==> config.mk <==
export PLATFORM = sky130hd
export DESIGN_NAME = load_store_unit_flat
export DESIGN_NICKNAME = d
export VERILOG_FILES = /design/src/rtl/load_store_unit_if.sv /design/src/rtl/load_store_unit.sv /design/src/flat_wrapper.sv
export SDC_FILE = /design/constraint.sdc
export NUM_CORES = 1
export LEC_CHECK = 0
export BUFFER_PORTS_ARGS = -buffer_cell sky130_fd_sc_hd__buf_2
export CAP_MARGIN = 15
export CORE_MARGIN = 1.5
export CORE_UTILIZATION = 51
export CTS_CLUSTER_SIZE = 14
export DETAILED_ROUTE_END_ITERATION = 10
export PLACE_DENSITY = 0.81
export SYNTH_ARGS = -nofsm -noshare
export SYNTH_HDL_FRONTEND = slang
export SYNTH_SLANG_ARGS = --single-unit
==> constraint.sdc <==
create_clock -name clk -period 2.2 [get_ports clk]
set_input_delay 0.11 -clock clk [delete_from_list [all_inputs] [get_ports clk]]
set_output_delay 0.11 -clock clk [all_outputs]
set_load 0.02 [all_outputs]
==> src/rtl/load_store_unit_if.sv <==
// Bus bundles for the load/store unit.
//
// load_store_unit_req_if : core <-> unit request/response channel.
//   master = core control FSM, slave = load/store unit.
// load_store_unit_mem_if : unit <-> memory bus.
//   master = load/store unit, slave = memory.
//
// Handshake rules, shared by both bundles:
//   A request transfers on a rising edge where valid && ready are both high.
//   Once valid is raised, it and every payload field stay stable until that
//   edge. On the memory side ready may be held low for any number of cycles
//   (wait states). The response channel has no ready: resp_valid is a
//   one-cycle pulse that the core always takes.

interface load_store_unit_req_if #(
  parameter int XLEN   = 32,
  parameter int ADDR_W = 32
);
  logic              req_valid;
  logic              req_ready;
  logic              req_write;
  logic [2:0]        req_funct3;
  logic [ADDR_W-1:0] req_addr;
  logic [XLEN-1:0]   req_wdata;
  logic              resp_valid;
  logic [XLEN-1:0]   resp_rdata;
  logic [1:0]        resp_err;

  modport master (
    output req_valid, req_write, req_funct3, req_addr, req_wdata,
    input  req_ready, resp_valid, resp_rdata, resp_err
  );

  modport slave (
    input  req_valid, req_write, req_funct3, req_addr, req_wdata,
    output req_ready, resp_valid, resp_rdata, resp_err
  );
endinterface

interface load_store_unit_mem_if #(
  parameter int XLEN   = 32,
  parameter int ADDR_W = 32
);
  logic              mem_valid;
  logic              mem_ready;
  logic              mem_we;
  logic [ADDR_W-1:0] mem_addr;
  logic [XLEN-1:0]   mem_wdata;
  logic [XLEN/8-1:0] mem_wstrb;
  logic [XLEN-1:0]   mem_rdata;

  modport master (
    output mem_valid, mem_we, mem_addr, mem_wdata, mem_wstrb,
    input  mem_ready, mem_rdata
  );

  modport slave (
    input  mem_valid, mem_we, mem_addr, mem_wdata, mem_wstrb,
    output mem_ready, mem_rdata
  );
endinterface

==> src/rtl/load_store_unit.sv <==
// Load/store unit: turns one core access (byte/half/word/double, signed or
// unsigned) into a single word-aligned memory bus transfer with byte strobes,
// then returns the extended load data or an error code.
//
// Ports
//   clk, resetn : clock (rising edge), asynchronous active-low reset
//   req         : core request/response channel (slave side)
//   mem         : memory bus (master side)
//   dbg_state   : current FSM state (0 IDLE, 1 BUS, 2 RESP)
//
// resp_err: 00 ok, 01 misaligned, 10 illegal size, 11 bus timeout.
// MAX_WAIT = 0 disables the bus timeout.

module load_store_unit #(
  parameter int XLEN     = 32,
  parameter int ADDR_W   = 32,
  parameter int MAX_WAIT = 255
) (
  input  logic                         clk,
  input  logic                         resetn,
  load_store_unit_req_if.slave         req,
  load_store_unit_mem_if.master        mem,
  output logic [1:0]                   dbg_state
);

  localparam int NB    = XLEN / 8;
  localparam int OFF_W = $clog2(NB);
  localparam int CNT_W = (MAX_WAIT < 2) ? 1 : $clog2(MAX_WAIT + 1);

  typedef enum logic [1:0] {
    S_IDLE = 2'd0,
    S_BUS  = 2'd1,
    S_RESP = 2'd2
  } state_e;

  state_e            state_q, state_d;
  // Low during reset and until the first edge after release, so req_ready
  // never shows 1 while the unit is held in reset.
  logic              alive_q, alive_d;
  logic [CNT_W-1:0]  wait_cnt_q, wait_cnt_d;
  logic              we_q, we_d;
  logic [2:0]        funct3_q, funct3_d;
  logic [OFF_W-1:0]  off_q, off_d;
  logic [ADDR_W-1:0] addr_q, addr_d;
  logic [XLEN-1:0]   wdata_q, wdata_d;
  logic [NB-1:0]     wstrb_q, wstrb_d;
  logic [XLEN-1:0]   rdata_q, rdata_d;
  logic [1:0]        err_q, err_d;

  logic [OFF_W-1:0]  req_off;
  logic              size_illegal;
  logic              misaligned;
  logic [XLEN-1:0]   st_wdata;
  logic [NB-1:0]     st_wstrb;
  logic [XLEN-1:0]   ld_lane;
  logic [XLEN-1:0]   ld_data;

  // ---------------------------------------------------------------------
  // Request decode: legality, alignment and store lane formation.
  // ---------------------------------------------------------------------
  always_comb begin
    req_off      = req.req_addr[OFF_W-1:0];
    size_illegal = 1'b0;
    case (req.req_funct3)
      3'b011:         size_illegal = (XLEN == 32);
      3'b110:         size_illegal = (XLEN == 32) || req.req_write;
      3'b100, 3'b101: size_illegal = req.req_write;
      3'b111:         size_illegal = 1'b1;
      default:        size_illegal = 1'b0;
    endcase

    misaligned = 1'b0;
    case (req.req_funct3[1:0])
      2'b01:   misaligned = req.req_addr[0];
      2'b10:   misaligned = |req.req_addr[1:0];
      2'b11:   misaligned = |req.req_addr[2:0];
      default: misaligned = 1'b0;
    endcase

    // Store data is replicated across every lane so the strobes alone pick
    // the bytes that land in memory.
    st_wdata = req.req_wdata;
    st_wstrb = '1;
    case (req.req_funct3[1:0])
      2'b00: begin
        st_wdata = {NB{req.req_wdata[7:0]}};
        st_wstrb = NB'(1) << req_off;
      end
      2'b01: begin
        st_wdata = {(NB/2){req.req_wdata[15:0]}};
        st_wstrb = NB'(2'b11) << req_off;
      end
      2'b10: begin
        st_wdata = {(NB/4){req.req_wdata[31:0]}};
        st_wstrb = NB'(4'hF) << req_off;
      end
      default: begin
        st_wdata = req.req_wdata;
        st_wstrb = '1;
      end
    endcase
  end

  // ---------------------------------------------------------------------
  // Load extraction: shift the addressed lane down, then extend.
  // ---------------------------------------------------------------------
  always_comb begin
    ld_lane = mem.mem_rdata >> {off_q, 3'b000};
    ld_data = ld_lane;
    case (funct3_q)
      3'b000:  ld_data = XLEN'($signed(ld_lane[7:0]));
      3'b100:  ld_data = XLEN'(ld_lane[7:0]);
      3'b001:  ld_data = XLEN'($signed(ld_lane[15:0]));
      3'b101:  ld_data = XLEN'(ld_lane[15:0]);
      3'b010:  ld_data = XLEN'($signed(ld_lane[31:0]));
      3'b110:  ld_data = XLEN'(ld_lane[31:0]);
      default: ld_data = ld_lane;
    endcase
  end

  // ---------------------------------------------------------------------
  // FSM next state and datapath registers.
  // ---------------------------------------------------------------------
  always_comb begin
    state_d    = state_q;
    alive_d    = 1'b1;
    wait_cnt_d = wait_cnt_q;
    we_d       = we_q;
    funct3_d   = funct3_q;
    off_d      = off_q;
    addr_d     = addr_q;
    wdata_d    = wdata_q;
    wstrb_d    = wstrb_q;
    rdata_d    = rdata_q;
    err_d      = err_q;

    case (state_q)
      S_IDLE: begin
        wait_cnt_d = '0;
        if (req.req_valid && alive_q) begin
          we_d     = req.req_write;
          funct3_d = req.req_funct3;
          off_d    = req_off;
          addr_d   = req.req_addr & ~ADDR_W'(NB - 1);
          wdata_d  = req.req_write ? st_wdata : '0;
          wstrb_d  = req.req_write ? st_wstrb : '0;
          rdata_d  = '0;
          // Illegal size outranks misalignment; neither touches the bus.
          if (size_illegal) begin
            err_d   = 2'b10;
            state_d = S_RESP;
          end else if (misaligned) begin
            err_d   = 2'b01;
            state_d = S_RESP;
          end else begin
            err_d   = 2'b00;
            state_d = S_BUS;
          end
        end
      end

      S_BUS: begin
        // A ready on the timeout cycle still counts as a normal completion.
        if (mem.mem_ready) begin
          rdata_d = we_q ? '0 : ld_data;
          err_d   = 2'b00;
          state_d = S_RESP;
        end else if ((MAX_WAIT != 0) && (wait_cnt_q == CNT_W'(MAX_WAIT - 1))) begin
          rdata_d = '0;
          err_d   = 2'b11;
          state_d = S_RESP;
        end else begin
          wait_cnt_d = wait_cnt_q + 1'b1;
        end
      end

      S_RESP: begin
        wait_cnt_d = '0;
        state_d    = S_IDLE;
      end

      default: state_d = S_IDLE;
    endcase
  end

  always_ff @(posedge clk or negedge resetn) begin
    if (!resetn) begin
      state_q    <= S_IDLE;
      alive_q    <= 1'b0;
      wait_cnt_q <= '0;
      we_q       <= 1'b0;
      funct3_q   <= '0;
      off_q      <= '0;
      addr_q     <= '0;
      wdata_q    <= '0;
      wstrb_q    <= '0;
      rdata_q    <= '0;
      err_q      <= '0;
    end else begin
      state_q    <= state_d;
      alive_q    <= alive_d;
      wait_cnt_q <= wait_cnt_d;
      we_q       <= we_d;
      funct3_q   <= funct3_d;
      off_q      <= off_d;
      addr_q     <= addr_d;
      wdata_q    <= wdata_d;
      wstrb_q    <= wstrb_d;
      rdata_q    <= rdata_d;
      err_q      <= err_d;
    end
  end

  // ---------------------------------------------------------------------
  // Outputs: bus fields show only while BUS, response only while RESP.
  // ---------------------------------------------------------------------
  logic in_bus;
  logic in_resp;
  assign in_bus  = (state_q == S_BUS);
  assign in_resp = (state_q == S_RESP);

  assign req.req_ready  = alive_q && (state_q == S_IDLE);
  assign req.resp_valid = in_resp;
  assign req.resp_rdata = in_resp ? rdata_q : '0;
  assign req.resp_err   = in_resp ? err_q : 2'b00;

  assign mem.mem_valid  = in_bus;
  assign mem.mem_we     = in_bus && we_q;
  assign mem.mem_addr   = in_bus ? addr_q : '0;
  assign mem.mem_wdata  = in_bus ? wdata_q : '0;
  assign mem.mem_wstrb  = in_bus ? wstrb_q : '0;

  assign dbg_state = state_q;

endmodule

==> src/flat_wrapper.sv <==
// flat-port wrapper written by rule: the top's interface ports become plain ports
module load_store_unit_flat 
#(
  parameter int XLEN     = 32,
  parameter int ADDR_W   = 32,
  parameter int MAX_WAIT = 255
)
  (clk, resetn, dbg_state, req_req_valid, req_req_write, req_req_funct3, req_req_addr, req_req_wdata, req_req_ready, req_resp_valid, req_resp_rdata, req_resp_err, mem_mem_valid, mem_mem_we, mem_mem_addr, mem_mem_wdata, mem_mem_wstrb, mem_mem_ready, mem_mem_rdata);
  load_store_unit_req_if #(.XLEN(XLEN), .ADDR_W(ADDR_W)) req_i ();
  load_store_unit_mem_if #(.XLEN(XLEN), .ADDR_W(ADDR_W)) mem_i ();
  input  logic clk;
  input  logic resetn;
  output logic [1:0] dbg_state;
  input wire logic [$bits(req_i.req_valid)-1:0] req_req_valid;
  input wire logic [$bits(req_i.req_write)-1:0] req_req_write;
  input wire logic [$bits(req_i.req_funct3)-1:0] req_req_funct3;
  input wire logic [$bits(req_i.req_addr)-1:0] req_req_addr;
  input wire logic [$bits(req_i.req_wdata)-1:0] req_req_wdata;
  output wire logic [$bits(req_i.req_ready)-1:0] req_req_ready;
  output wire logic [$bits(req_i.resp_valid)-1:0] req_resp_valid;
  output wire logic [$bits(req_i.resp_rdata)-1:0] req_resp_rdata;
  output wire logic [$bits(req_i.resp_err)-1:0] req_resp_err;
  output wire logic [$bits(mem_i.mem_valid)-1:0] mem_mem_valid;
  output wire logic [$bits(mem_i.mem_we)-1:0] mem_mem_we;
  output wire logic [$bits(mem_i.mem_addr)-1:0] mem_mem_addr;
  output wire logic [$bits(mem_i.mem_wdata)-1:0] mem_mem_wdata;
  output wire logic [$bits(mem_i.mem_wstrb)-1:0] mem_mem_wstrb;
  input wire logic [$bits(mem_i.mem_ready)-1:0] mem_mem_ready;
  input wire logic [$bits(mem_i.mem_rdata)-1:0] mem_mem_rdata;
  assign req_i.req_valid = req_req_valid;
  assign req_i.req_write = req_req_write;
  assign req_i.req_funct3 = req_req_funct3;
  assign req_i.req_addr = req_req_addr;
  assign req_i.req_wdata = req_req_wdata;
  assign req_req_ready = req_i.req_ready;
  assign req_resp_valid = req_i.resp_valid;
  assign req_resp_rdata = req_i.resp_rdata;
  assign req_resp_err = req_i.resp_err;
  assign mem_mem_valid = mem_i.mem_valid;
  assign mem_mem_we = mem_i.mem_we;
  assign mem_mem_addr = mem_i.mem_addr;
  assign mem_mem_wdata = mem_i.mem_wdata;
  assign mem_mem_wstrb = mem_i.mem_wstrb;
  assign mem_i.mem_ready = mem_mem_ready;
  assign mem_i.mem_rdata = mem_mem_rdata;
  load_store_unit #(.XLEN(XLEN), .ADDR_W(ADDR_W), .MAX_WAIT(MAX_WAIT)) u_core (.clk(clk), .resetn(resetn), .req(req_i), .mem(mem_i), .dbg_state(dbg_state));
endmodule
# Word-level counts from Yosys, hierarchy flattened
# Cells that the tools add are included.
totals:
  ff_bits: 117
  output_inout_bits: 108
  elab_cells: 83
op_classes:
  addsub: 1
  n_eq_ne: 18
  shifts: 4
  n_mux: 32
  n_reduce_logical: 17
op_table:
  columns: ["op", "n"]
  rows:
  - ["two-way mux 32 bit", 8]
  - ["one-hot mux 32 bit (2 select lines)", 2]
  - ["one-hot mux 32 bit (4 select lines)", 1]
  - [">> shifter 32 x 5 -> 32 bit", 1]
  - ["two-way mux 2 bit", 10]
  - ["== test 3 bit, second input constant", 6]
  - ["two-way mux 8 bit", 2]
  - ["one-hot mux 8 bit (2 select lines)", 1]
  - ["one-hot mux 4 bit (3 select lines)", 1]
  - ["adder 8 x 1 -> 8 bit, second input constant", 1]
  - ["== test 8 bit, second input constant", 1]
  - ["two-way mux 4 bit", 2]
  - ["one-hot mux 2 bit (2 select lines)", 2]
  - ["== test 2 bit, second input constant", 3]
  - ["AND reduction 3 bit", 2]
  - ["OR reduction 2 bit", 3]
  - ["OR reduction 3 bit", 2]
  - ["== test 2 x 1 -> 1 bit, second input constant", 2]
  - ["zero test 2 bit", 2]
  - ["!= test 2 bit, second input constant", 2]
  - ["AND reduction 2 bit", 2]
  - ["nonzero test 2 bit", 2]
  - ["<< shifter 1 x 2 -> 4 bit, first input constant", 1]
  - ["<< shifter 2 x 2 -> 4 bit, first input constant", 1]
  - ["10 further kinds", 12]

# Depth between registers and ports, before layout
# Gate-level depths: netlist of run 1.
depth:
  depth_word: 6
  depth_mapped: 8

# Least setup slack after synthesis of run 1
# OpenSTA, ideal clock, no wires.
synth_timing:
  kind: "register to register"
  start: "register u_core.state_q[1], in the netlist u_core.dbg_state[1]"
  end: "register u_core.rdata_q[28]"
  setup_ns: 0.067
  arrival_time_ns: 1.879
  path_slack_ns: 0.254
  stages_incl_launch_ff: 8
  cell_sequence: "dfrtp_1 buf_6 nand2b_4 or3_1 buf_6 nor4_4 buf_6 a221o_1"
synth_between:
  elab_chain_len: 3
synth_rtl:
  columns: ["item", "line", "source"]
  rows:
  - ["start: declaration", "load_store_unit.sv:36", "state_e state_q, state_d;"]
  - ["start signal: assignment", "load_store_unit.sv:200", "state_q <= state_d;"]
  - ["== test 2 x 1 -> 1 bit or zero test 2 bit (tied branches)", "load_store_unit.sv:137", "case (state_q)"]
  - ["!= test 3 bit (no line) (tied with other cells)", null, null]
  - ["AND reduction 3 bit (no line)", null, null]
  - ["end signal: assignment", "load_store_unit.sv:209", "rdata_q <= rdata_d;"]
  - ["end: declaration", "load_store_unit.sv:47", "logic [XLEN-1:0] rdata_q, rdata_d;"]
# Several ways; a longest one is shown, not always the timed one.
# A chain may end at the register's enable or synchronous reset.

# Worst setup path after layout of run 1
layout_timing:
  start: "register u_core.state_q[0], in the netlist u_core.dbg_state[0]"
  end: "output port mem_mem_wdata[25]"
layout_between:
  elab_chain_len: 2
layout_rtl:
  columns: ["item", "line", "source"]
  rows:
  - ["== test 2 x 1 -> 1 bit", "load_store_unit.sv:219", "assign in_bus = (state_q == S_BUS);"]
  - ["two-way mux 32 bit", "load_store_unit.sv:230", "assign mem.mem_wdata = in_bus ? wdata_q : '0;"]
  - ["end: declaration", "flat_wrapper.sv:26", "output wire logic [$bits(mem_i.mem_wdata)-1:0] mem_mem_wdata;"]
# Every way passes these cells.

==> metrics, run 1 <==
r2r endpoint u_core.rdata_q[25]; post-DR vias/cell 5.480; Root Driver clkbuf_16; #FFs+latches synth 117; minimum clock period 2.080 ns; placed wire-length estimate 11,900 um; Final Core Density 72.41%; Final Hold Vio Count 0; Worst R2R Path Depth 7; Layout area overhead 38.11%; chip width 114.1 um; Max Freq 480.8 MHz; Hold WS 0.01692 ns; mapped cell area 0.006297 mm^2; crit path capture type output port; Via Count 6,072; die extent in y 114.1 um; placed cell areas 0.007493 mm^2; Main synth FF type dfrtp_1; number of synthesized flops with an enable pin 0; Synth Area per Inst 8.983 um^2; GP Congestion 0.8799; layout cell share with drive strength beyond 1 27.92%; max-cap viol count 0; routed len/inst 16.70 um; Req. time, crit path 2.09 ns; GRT overflow 0; Final #Nets 1,058; fin crit share 94.55%; run status finished clean; total CTS buffers 17; First DRT Iteration DRCs 474; postcts setup bufs 0; initial core utilization 52.43%; WHS Endpoint u_core.wdata_q[13]; CP max FO 70; net switching power 2.237 mW; worst slew pin tran 0.6036 ns; Synth Instances 701; startpoint class of the critical path flop; DRC viols 0; total negative slack 0 ns; Gate power share 22.2%; Static Leakage 4.624 nW; Crit Path Category reg2out; Detailed Routing Iterations Pass 1 6; Slew Viols, Final 0; Slew headroom 59.66%; Clock Latency Late Sink 0.40 ns; die area 0.01302 mm^2; vias in the first global route 5,944; CTS tree yes; sw frac 29.34%; Antenna Nets Post-Route 0; first-pass GRT wire length 29,620 um; RSZ-0062 raised after global routing no; Synth Warn # 0; number of port buffers 209; IR Drop Worst-Case VDD 0.5744 mV; clock buffer depth 2; Hold Crit Start req_req_wdata[13]; post-synthesis sequential area ratio 46.49%; CTS clock-pin slew for the worst setup and hold paths 0.06 ns; type of the worst min-delay path in2reg; largest net degree at the start of global routing 102; synth unique cells 54; clk sink count 117; pwr/cell area 876.6 mW/mm^2; critical path's slowest cell dfrtp_1; worst-path cell chain nand2b_4, inv_1, buf_6, and2_1, buf_2; total power 7.624 mW; total global-route track usage 29.02%; async set-or-reset flop fraction in the synthesized netlist 100.0%; internal power 5.387 mW; power share of the clock group 40.7%; crit-path max cell delay 0.58 ns; H-tree lvl count 4; Design Area, Final 0.008697 mm^2; num rows 40; core area 0.01201 mm^2; Layout Skew 0.008769 ns; Worst Hold Depth 3; Reg2Reg Setup Slack 0.24 ns; reg-to-reg startpoint u_core.wait_cnt_q[0]; Critical Path AT 1.97 ns; overall routed net length 18,500 um; io pins 212; initial antenna violation count 0; Flop pwr share 37.1%; Final setup viols 0
[timing repair]
item	CTS	global route
hold endpoints to repair	93	0
hold buffers	53	0
gates resized for setup	1	0
endpoints found under the setup margin	14	0
[registers in the layout, summed over array words and instances (netlist names)]
name / flops
u_core.addr_q: 30
u_core.wdata_q: 32
u_core.rdata_q: 32
u_core.alive_q: 1
u_core.wait_cnt_q: 8
u_core.funct3_q: 3
u_core.we_q: 1
u_core.wstrb_q: 4
u_core.off_q: 2
u_core.err_q: 2
u_core.dbg_state: 2
[power by group through the flow]
stage	clock, mW	sequential (mW)	combinational [mW]
floorplan	0	2.75	1.14
global placement	0	2.83	1.55
detailed placement	0	2.84	1.60
CTS	3.14	2.82	1.68
global route	3.24	2.88	1.87
finish	3.10	2.83	1.69
[stage by stage]
step | setup WS, ns | cells
2_1_floorplan | 0.2539 | 702
3_3_place_gp | 0.3160 | 1022
3_5_place_dp | 0.2544 | 1022
4_1_cts | 0.1132 | 1107
5_1_grt | 0.01166 | 1107
6_report | 0.1200 | 1108
[kinds of logic after synthesis]
| logic type | after synthesis | share of synthesized area, % |
|---|---|---|
| AOI/OAI and AO/OA | 132 | 14.86 |
| xor gates and xnor gates | 5 | 0.6954 |
| adders and majority gates | 7 | 1.391 |
| buffers and inverters | 58 | 4.033 |
| DFF | 117 | 46.49 |
| muxes | 26 | 4.391 |
| other | 2 | 0.1193 |
| and+or+nand+nor | 354 | 28.01 |
[final cells by class]
class / instances / area, um^2
fillers: 855 / 3314
multi-input cells: 527 / 3141
flip-flops and latches: 117 / 2928
repair buffers: 278 / 1753
clock buffers: 21 / 470.5
clock inverters: 11 / 196.4
well taps: 147 / 183.9
inverters: 6 / 22.52
diodes: 1 / 2.502
[worst max path at each step]
stage                          from                  to  slack (ns)  depth (start not counted)
3_5_place_dp   u_core.wait_cnt_q[0]  u_core.rdata_q[25]        0.25                          7
4_1_cts         u_core.dbg_state[0]    mem_mem_wstrb[2]        0.11                          5
6_report        u_core.dbg_state[0]   mem_mem_wdata[25]        0.12                          5
3_3_place_gp    u_core.dbg_state[0]  u_core.rdata_q[27]        0.32                          5
5_1_grt         u_core.dbg_state[0]    mem_mem_wstrb[2]        0.01                          5
2_1_floorplan   u_core.dbg_state[1]  u_core.rdata_q[28]        0.25                          7
[cells in the final DEF, fill, tap and decap left out, drive strengths merged, types with 4 or more instances in the layout]
master / Yosys / layout
a22o: 9 / 9
nor3: 4 / 4
nor2: 37 / 37
o2bb2ai: 8 / 8
nand2b: 4 / 4
clkbuf: 40 / 21
o211ai: 5 / 5
dfrtp: 117 / 117
and2: 107 / 107
xnor2: 5 / 5
nand3b: 8 / 8
clkinv: 1 / 4
o31ai: 16 / 16
mux2i: 22 / 22
a221o: 9 / 9
dlygate4sd3: 0 / 53
bufinv: 0 / 5
a32o: 7 / 7
nand2: 165 / 165
nor2b: 10 / 10
o21ai: 42 / 42
ha: 7 / 7
inv: 5 / 6
a211o: 14 / 14
buf: 12 / 225
a21oi: 13 / 13
[per-layer routing]
metal | global-route usage (%) | wire length (um) | part of all wire (%)
met5 | 0 | 0 | 0
met4 | 11.42 | 546 | 3.0
met3 | 7.570 | 1302 | 7.0
met2 | 46.63 | 8766 | 47
met1 | 37.82 | 7889 | 43
[cell usage after synthesis, drive strengths merged (3+ instances only)]
cell,instances,area (um^2)
xnor2,5,43.79
o2bb2ai,8,70.07
nor4,3,33.78
o211ai,5,37.54
a211o,14,122.6
a22o,9,78.83
mux2,3,33.78
dfrtp,117,2928
a21oi,13,65.06
nor2,37,138.9
nand2,165,619.3
o31ai,16,120.1
a32o,7,70.07
nand3b,8,63.81
o21ai,42,210.2
inv,5,18.77
clkbuf,40,150.1
buf,12,81.32
ha,7,87.58
nand2b,4,32.53
a221o,9,90.09
nor2b,10,62.56
nor3,4,20.02
mux2i,22,220.2
nor3b,3,27.52
and2,107,669.4
[worst max-delay path, delay by kind of cell, from the launching register on]
family / cells / cell delay [ns]
buffers and inverters: 3 / 0.64
flip-flops: 1 / 0.58
AND/OR/NAND/NOR: 2 / 0.30
Note: power is estimated with default switching activity, not from simulation.
==> inputs of run 2 (changes only) <==
--- a/config.mk
+++ b/config.mk
@@ -7,11 +7,10 @@
 export LEC_CHECK = 0
 export BUFFER_PORTS_ARGS = -buffer_cell sky130_fd_sc_hd__buf_2
 export CAP_MARGIN = 15
-export CORE_MARGIN = 1.5
-export CORE_UTILIZATION = 51
+export CORE_UTILIZATION = 55
 export CTS_CLUSTER_SIZE = 14
 export DETAILED_ROUTE_END_ITERATION = 10
-export PLACE_DENSITY = 0.81
+export PLACE_DENSITY = 0.86
 export SYNTH_ARGS = -nofsm -noshare
 export SYNTH_HDL_FRONTEND = slang
 export SYNTH_SLANG_ARGS = --single-unit
==> constraint.sdc (replaced) <==
create_clock -name clk -period 2.4 [get_ports clk]
set_input_delay 0.12 -clock clk [delete_from_list [all_inputs] [get_ports clk]]
set_output_delay 0.12 -clock clk [all_outputs]
set_load 0.02 [all_outputs]
==> run 2 against run 1 <==
Effect of this change:
- routed wire length up 0.26%
- first-iteration DRC count up 22%
- via count up 0.59%
- power is 13% lower
- clock-buffer cell count is 1 higher
- cell count is 2.7% lower
- clock skew fell by 0.0026 ns
- critical endpoint is now req_resp_rdata[15]
==> metrics, run 2 (same netlist as run 1, synthesis figures left out) <==
startpoint class of the critical path flop; overall routed net length 18,550 um (+0.26%); die area 0.01188 mm^2 (-8.8%); run status finished clean; Final setup viols 0 (unchanged); most common cell after layout, fill and taps aside buf_2; minimum clock period 2.237 ns; total global-route track usage 31.79% (+2.8 points); vias in the first global route 5,977 (+0.56%); post-DR vias/cell 5.666 (+3.4%); Slew Viols, Final 0 (unchanged); crit-path max cell delay 0.50 ns (-0.08 ns); clk sink count 117 (unchanged); crit path capture type output port; Req. time, crit path 2.28 ns (+0.19 ns); largest net degree at the start of global routing 102 (unchanged); max-cap viol count 0 (unchanged); pwr/cell area 792.2 mW/mm^2 (-9.6%); Clock Latency Late Sink 0.40 ns (about the same); GP Congestion 0.9096 (+3.4%); DRC viols 0 (unchanged); Static Leakage 4.488 nW (-2.9%); # diodes 0 (-1); Largest regs u_core.rdata_q (32), u_core.wdata_q (32), u_core.addr_q (30); Root Driver clkbuf_16; Via Count 6,108 (+0.59%); Filler Cell Count 775 (-9.4%); Worst Path Buf+Inv 3 (unchanged); total CTS buffers 17 (unchanged); Final Hold Vio Count 0 (unchanged); Max Freq 447.0 MHz; core area 0.01098 mm^2 (-8.6%); placed wire-length estimate 11,810 um (-0.77%); clock buffer depth 2 (unchanged); total negative slack 0 ns (unchanged); layout cell share with drive strength beyond 1 28.14% (+0.23 points); worst-path cell chain buf_4, nor2b_1, buf_12, and2_1, buf_2; RSZ-0062 raised after global routing no; number of port buffers 209 (unchanged); H-tree lvl count 4 (unchanged); CTS clock-pin slew for the worst setup and hold paths 0.05 ns (about the same); CP max FO 28 (-60%); CP delay by family, top buffers and inverters; initial core utilization 57.34% (+4.9 points); Detailed Routing Iterations Pass 1 6 (unchanged); Layout Skew 0.006177 ns (-0.002592 ns); Antenna Nets Post-Route 0 (unchanged); GRT overflow 0 (unchanged); num rows 38 (-5.0%); initial antenna violation count 0 (unchanged); die extent in y 109 um (-4.5%); critical path's slowest cell dfrtp_1; total power 6.637 mW (-13%); commonest non-fill, non-tap cells in the layout buf_2, nand2_1, dfrtp_1, and2_1, o21ai_0; CTS tree yes; routed len/inst 17.21 um (+3.0%); Final #Nets 1,037 (-2.0%); IR Drop Worst-Case VDD 0.4968 mV (-14%); postcts setup bufs 0 (unchanged); type of the worst min-delay path in2reg; Layout area overhead 33.04%; fin crit share 93.22%; chip width 109 um (-4.5%); worst slew pin tran 0.9456 ns (+0.3420 ns); Slew headroom 36.96% (-23 points); Crit Path Category reg2out; first-pass GRT wire length 29,090 um (-1.8%); First DRT Iteration DRCs 576 (+22%); Critical Path AT 2.12 ns (+0.15 ns); io pins 212 (unchanged)
==> run 2: cell types whose count changed in the layout (fill, tap and decap cells not counted), moves of 2 or more <==
cell | before | now
dlygate4sd3_1 | 53 | 34
bufinv_16 | 5 | 2
clkinv_2 | 1 | 4
clkinv_4 | 2 | 0
==> run 2: power breakdown <==
part / total, mW / switching, mW / leakage, nW / internal [mW]
Combinational: 1.55 / 0.914 / 2.68 / 0.631
Sequential: 2.61 / 0.258 / 1.53 / 2.35
Clock: 2.48 / 0.882 / 0.278 / 1.60
Total: 6.64 / 2.05 / 4.49 / 4.58
==> run 2: timing repair <==
item / CTS / global route
endpoints found under the setup margin: 0 / 2
gates resized for setup: 0 / 1
endpoints found under the hold margin: 72 / 0
hold buffers: 34 / 0
==> run 2: routing by layer <==
layer  track usage (%)  wire length (um)  vias up
met5                 0                 0        -
met4             11.20               344        0
met3             6.575              1359       36
met2             54.27              9358      303
met1             39.91              7491     2945
li1                  -                 -     2824
==> run 2: final timing paths <==
check                      slack (ns)  cells past startpoint                  end                  from
max                              0.16                      5   req_resp_rdata[15]   u_core.dbg_state[0]
min                              0.02                      2   u_core.rdata_q[26]     mem_mem_rdata[26]
max reg2reg                      0.37                      7   u_core.rdata_q[29]  u_core.wait_cnt_q[0]
min reg2reg                      0.47                      2    u_core.addr_q[22]     u_core.addr_q[22]
max in group asynchronous        1.37                      3  u_core.dbg_state[1]                resetn
min in group asynchronous        0.24                      2   u_core.rdata_q[10]                resetn
==> run 2: through the flow <==
step	setup WS [ns]	cells	hold slack (ns)	cell area [um^2]	util, %
2_1_floorplan	0.4539	702	-0.1756	6301	-
3_3_place_gp	0.4621	1013	0.1275	7457	67.90
3_5_place_dp	0.3746	1013	0.1337	7457	67.90
4_1_cts	0.1016	1078	0.0008209	8374	76.25
5_1_grt	0.05104	1078	0.01288	8378	76.28
6_report	0.1627	1078	0.01945	8378	76.28
==> run 2: layout make-up <==
| class | instances | area, um^2 | share of cell area (%) |
|---|---|---|---|
| inverters | 6 | 22.52 | 0.2688 |
| well taps | 140 | 175.2 | 2.091 |
| clock inverters | 9 | 102.6 | 1.225 |
| clock buffers | 22 | 474.2 | 5.660 |
| repair buffers | 257 | 1535 | 18.32 |
| multi-input cells | 527 | 3141 | 37.49 |
| flip-flops and latches | 117 | 2928 | 34.95 |
==> inputs of run 3 (changes only) <==
--- a/config.mk
+++ b/config.mk
@@ -10,6 +10,7 @@
 export CORE_UTILIZATION = 55
 export CTS_CLUSTER_SIZE = 14
 export DETAILED_ROUTE_END_ITERATION = 10
+export HOLD_SLACK_MARGIN = 0.03
 export PLACE_DENSITY = 0.86
 export SYNTH_ARGS = -nofsm -noshare
 export SYNTH_HDL_FRONTEND = slang
==> constraint.sdc (replaced) <==
create_clock -name clk -period 2.4 [get_ports clk]
set_input_delay 0.24 -clock clk [delete_from_list [all_inputs] [get_ports clk]]
set_output_delay 0.24 -clock clk [all_outputs]
set_load 0.02 [all_outputs]
==> run 3 against run 2 <==
Effect of this change:
- via count decreased by 2.3%
- cell count is 0.74% lower
- fmax is 4.1% higher
- first-iteration DRC count shrank 5.6%
- non-clock buffer count shrank 10
- worst hold slack better by 0.013 ns
- clock power is 6% higher
- critical path depth unchanged
- power increased by 1.7%
- design area shrank 0.78%
- largest power group is now clock
==> metrics, run 3 (same netlist as run 1, synthesis figures left out) <==
number of port buffers 209 (unchanged); overall routed net length 17,820 um (-3.9%); placed cell areas 0.007465 mm^2 (+0.10%); placed wire-length estimate 11,700 um (-0.91%); initial core utilization 57.34% (unchanged); clk sink count 117 (unchanged); Post-Place Worst Slack 0.3973 ns (+0.02269 ns); footprint of the multi-input gates 0.003141 mm^2 (unchanged); Static Leakage 4.466 nW (-0.49%); First DRT Iteration DRCs 544 (-5.6%); Detailed Routing Iterations Pass 1 5 (-1); Design Area, Final 0.008313 mm^2 (-0.78%); total global-route track usage 31.23% (-0.56 points); num rows 38 (unchanged); Req. time, crit path 2.16 ns (-0.12 ns); CTS-repair resized insts 0 (unchanged); Clock Latency Late Sink 0.41 ns (about the same); most common cell after layout, fill and taps aside buf_2; Final Hold Vio Count 0 (unchanged); die extent in y 109 um (unchanged); post-DR vias/cell 5.576 (-1.6%); Final #Nets 1,027 (-0.96%); final worst slack 0.2500 ns (+0.08729 ns); vias in the first global route 5,656 (-5.4%); H-tree lvl count 4 (unchanged); internal power 4.649 mW (+1.4%); total CTS buffers 17 (unchanged); sw frac 31.16% (+0.21 points); Layout Skew 0.007112 ns (+0.0009343 ns); layout cell share with drive strength beyond 1 28.85% (+0.70 points); routed len/inst 16.66 um (-3.2%); Crit Path Category reg2out; commonest non-fill, non-tap cells in the layout buf_2, nand2_1, dfrtp_1, and2_1, o21ai_0; critical path's slowest cell dfrtp_1; die area 0.01188 mm^2 (unchanged); Root Driver clkbuf_16; first-pass GRT wire length 28,170 um (-3.2%); crit path capture type output port; Largest regs u_core.rdata_q (32), u_core.wdata_q (32), u_core.addr_q (30); GP Congestion 0.8847 (-2.7%); net switching power 2.104 mW (+2.4%); run status finished clean; Max Freq 465.1 MHz (+4.1%); startpoint class of the critical path flop; CTS tree yes; CP max FO 35 (+25%); type of the worst min-delay path in2reg; Flop pwr share 38.5% (-0.9 points); fin crit share 89.58% (-3.6 points); core area 0.01098 mm^2 (unchanged); io pins 212 (unchanged); Final setup viols 0 (unchanged); Via Count 5,966 (-2.3%); Filler Cell Count 750 (-3.2%); DRC viols 0 (unchanged); CP most frequent cell buf_4; initial antenna violation count 1 (+1); crit-path max cell delay 0.51 ns (about the same); Critical Path AT 1.91 ns (-0.21 ns); CP delay by family, top buffers and inverters; pwr/cell area 812.3 mW/mm^2 (+2.5%); worst slew pin tran 0.7196 ns (-0.2261 ns); RSZ-0062 raised after global routing no; Antenna Nets Post-Route 0 (unchanged); worst-path cell chain buf_4, nor2b_1, buf_4, and2_1, buf_2; largest net degree at the start of global routing 102 (unchanged); CTS clock-pin slew for the worst setup and hold paths 0.06 ns (about the same); Worst Path Buf+Inv 3 (unchanged); Layout area overhead 32.01%; Gate power share 22.6% (-0.7 points); power share of the clock group 38.9% (+1.5 points); IR Drop Worst-Case VDD 0.5335 mV (+7.4%); minimum clock period 2.150 ns (-0.08728 ns); Reg area 0.002928 mm^2 (unchanged); Slew headroom 52.03% (+15 points); max-cap viol count 0 (unchanged); GRT overflow 0 (unchanged); chip width 109 um (unchanged); Slew Viols, Final 0 (unchanged); total negative slack 0 ns (unchanged); clock buffer depth 2 (unchanged)
## run 3: worst reg2reg max path: cells and delay by family (launching register included)
kind / cells / cell delay [ns]
flip-flops: 1 / 0.39
AO/OA/AOI/OAI: 2 / 0.74
buffers and inverters: 2 / 0.35
AND/OR/NAND/NOR: 2 / 0.28
adder cells (fa/ha/maj): 1 / 0.15
## run 3: final timing paths
path                                       from                  to  slack (ns)  cells after the start
max                         u_core.dbg_state[0]  req_resp_rdata[15]        0.25                      5
min                            req_req_addr[22]   u_core.addr_q[22]        0.03                      3
max reg2reg                u_core.wait_cnt_q[0]  u_core.rdata_q[30]        0.39                      7
max in group asynchronous                resetn  u_core.wdata_q[29]        1.23                      3
min reg2reg                    u_core.addr_q[5]    u_core.addr_q[5]        0.47                      2
min in group asynchronous                resetn  u_core.rdata_q[14]        0.44                      2
## run 3: routing by layer
| layer | part of all wire [%] | track usage (%) |
|---|---|---|
| met2 | 48 | 48.97 |
| met5 | 0 | 0 |
| met4 | 2.9 | 14.09 |
| met3 | 7.8 | 7.113 |
| met1 | 42 | 41.31 |
## run 3: timing repair
item | in CTS | in global routing
buffers inserted | 0 | 0
hold buffers | 23 | 0
hold endpoints to repair | 75 | 0
## run 3: metrics by stage
step | cells | hold slack, ns | utilization (%) | power (mW)
6_report | 1070 | 0.03200 | 75.69 | 6.753
5_1_grt | 1069 | 0.03588 | 75.67 | 7.089
4_1_cts | 1069 | 0.03245 | 75.67 | 6.735
3_5_place_dp | 1014 | 0.3404 | 67.97 | 4.076
3_3_place_gp | 1014 | 0.3389 | 67.97 | 4.019
2_1_floorplan | 702 | -0.05559 | - | 3.565
## run 3: cell type report
cell class | instances | area share [%]
diodes | 1 | 0.03010
clock buffers | 18 | 5.283
clock inverters | 14 | 2.122
inverters | 6 | 0.2709
multi-input cells | 527 | 37.78
flip-flops and latches | 117 | 35.22
well taps | 140 | 2.107
repair buffers | 247 | 17.19
## run 3: power by group through the flow
stage / Clock (mW) / Sequential (mW) / Combinational, mW
after floorplan: 0 / 2.52 / 1.05
final: 2.63 / 2.60 / 1.53
after global placement: 0 / 2.59 / 1.43
after CTS: 2.65 / 2.58 / 1.50
after global routing: 2.75 / 2.64 / 1.70
after detailed placement: 0 / 2.60 / 1.47
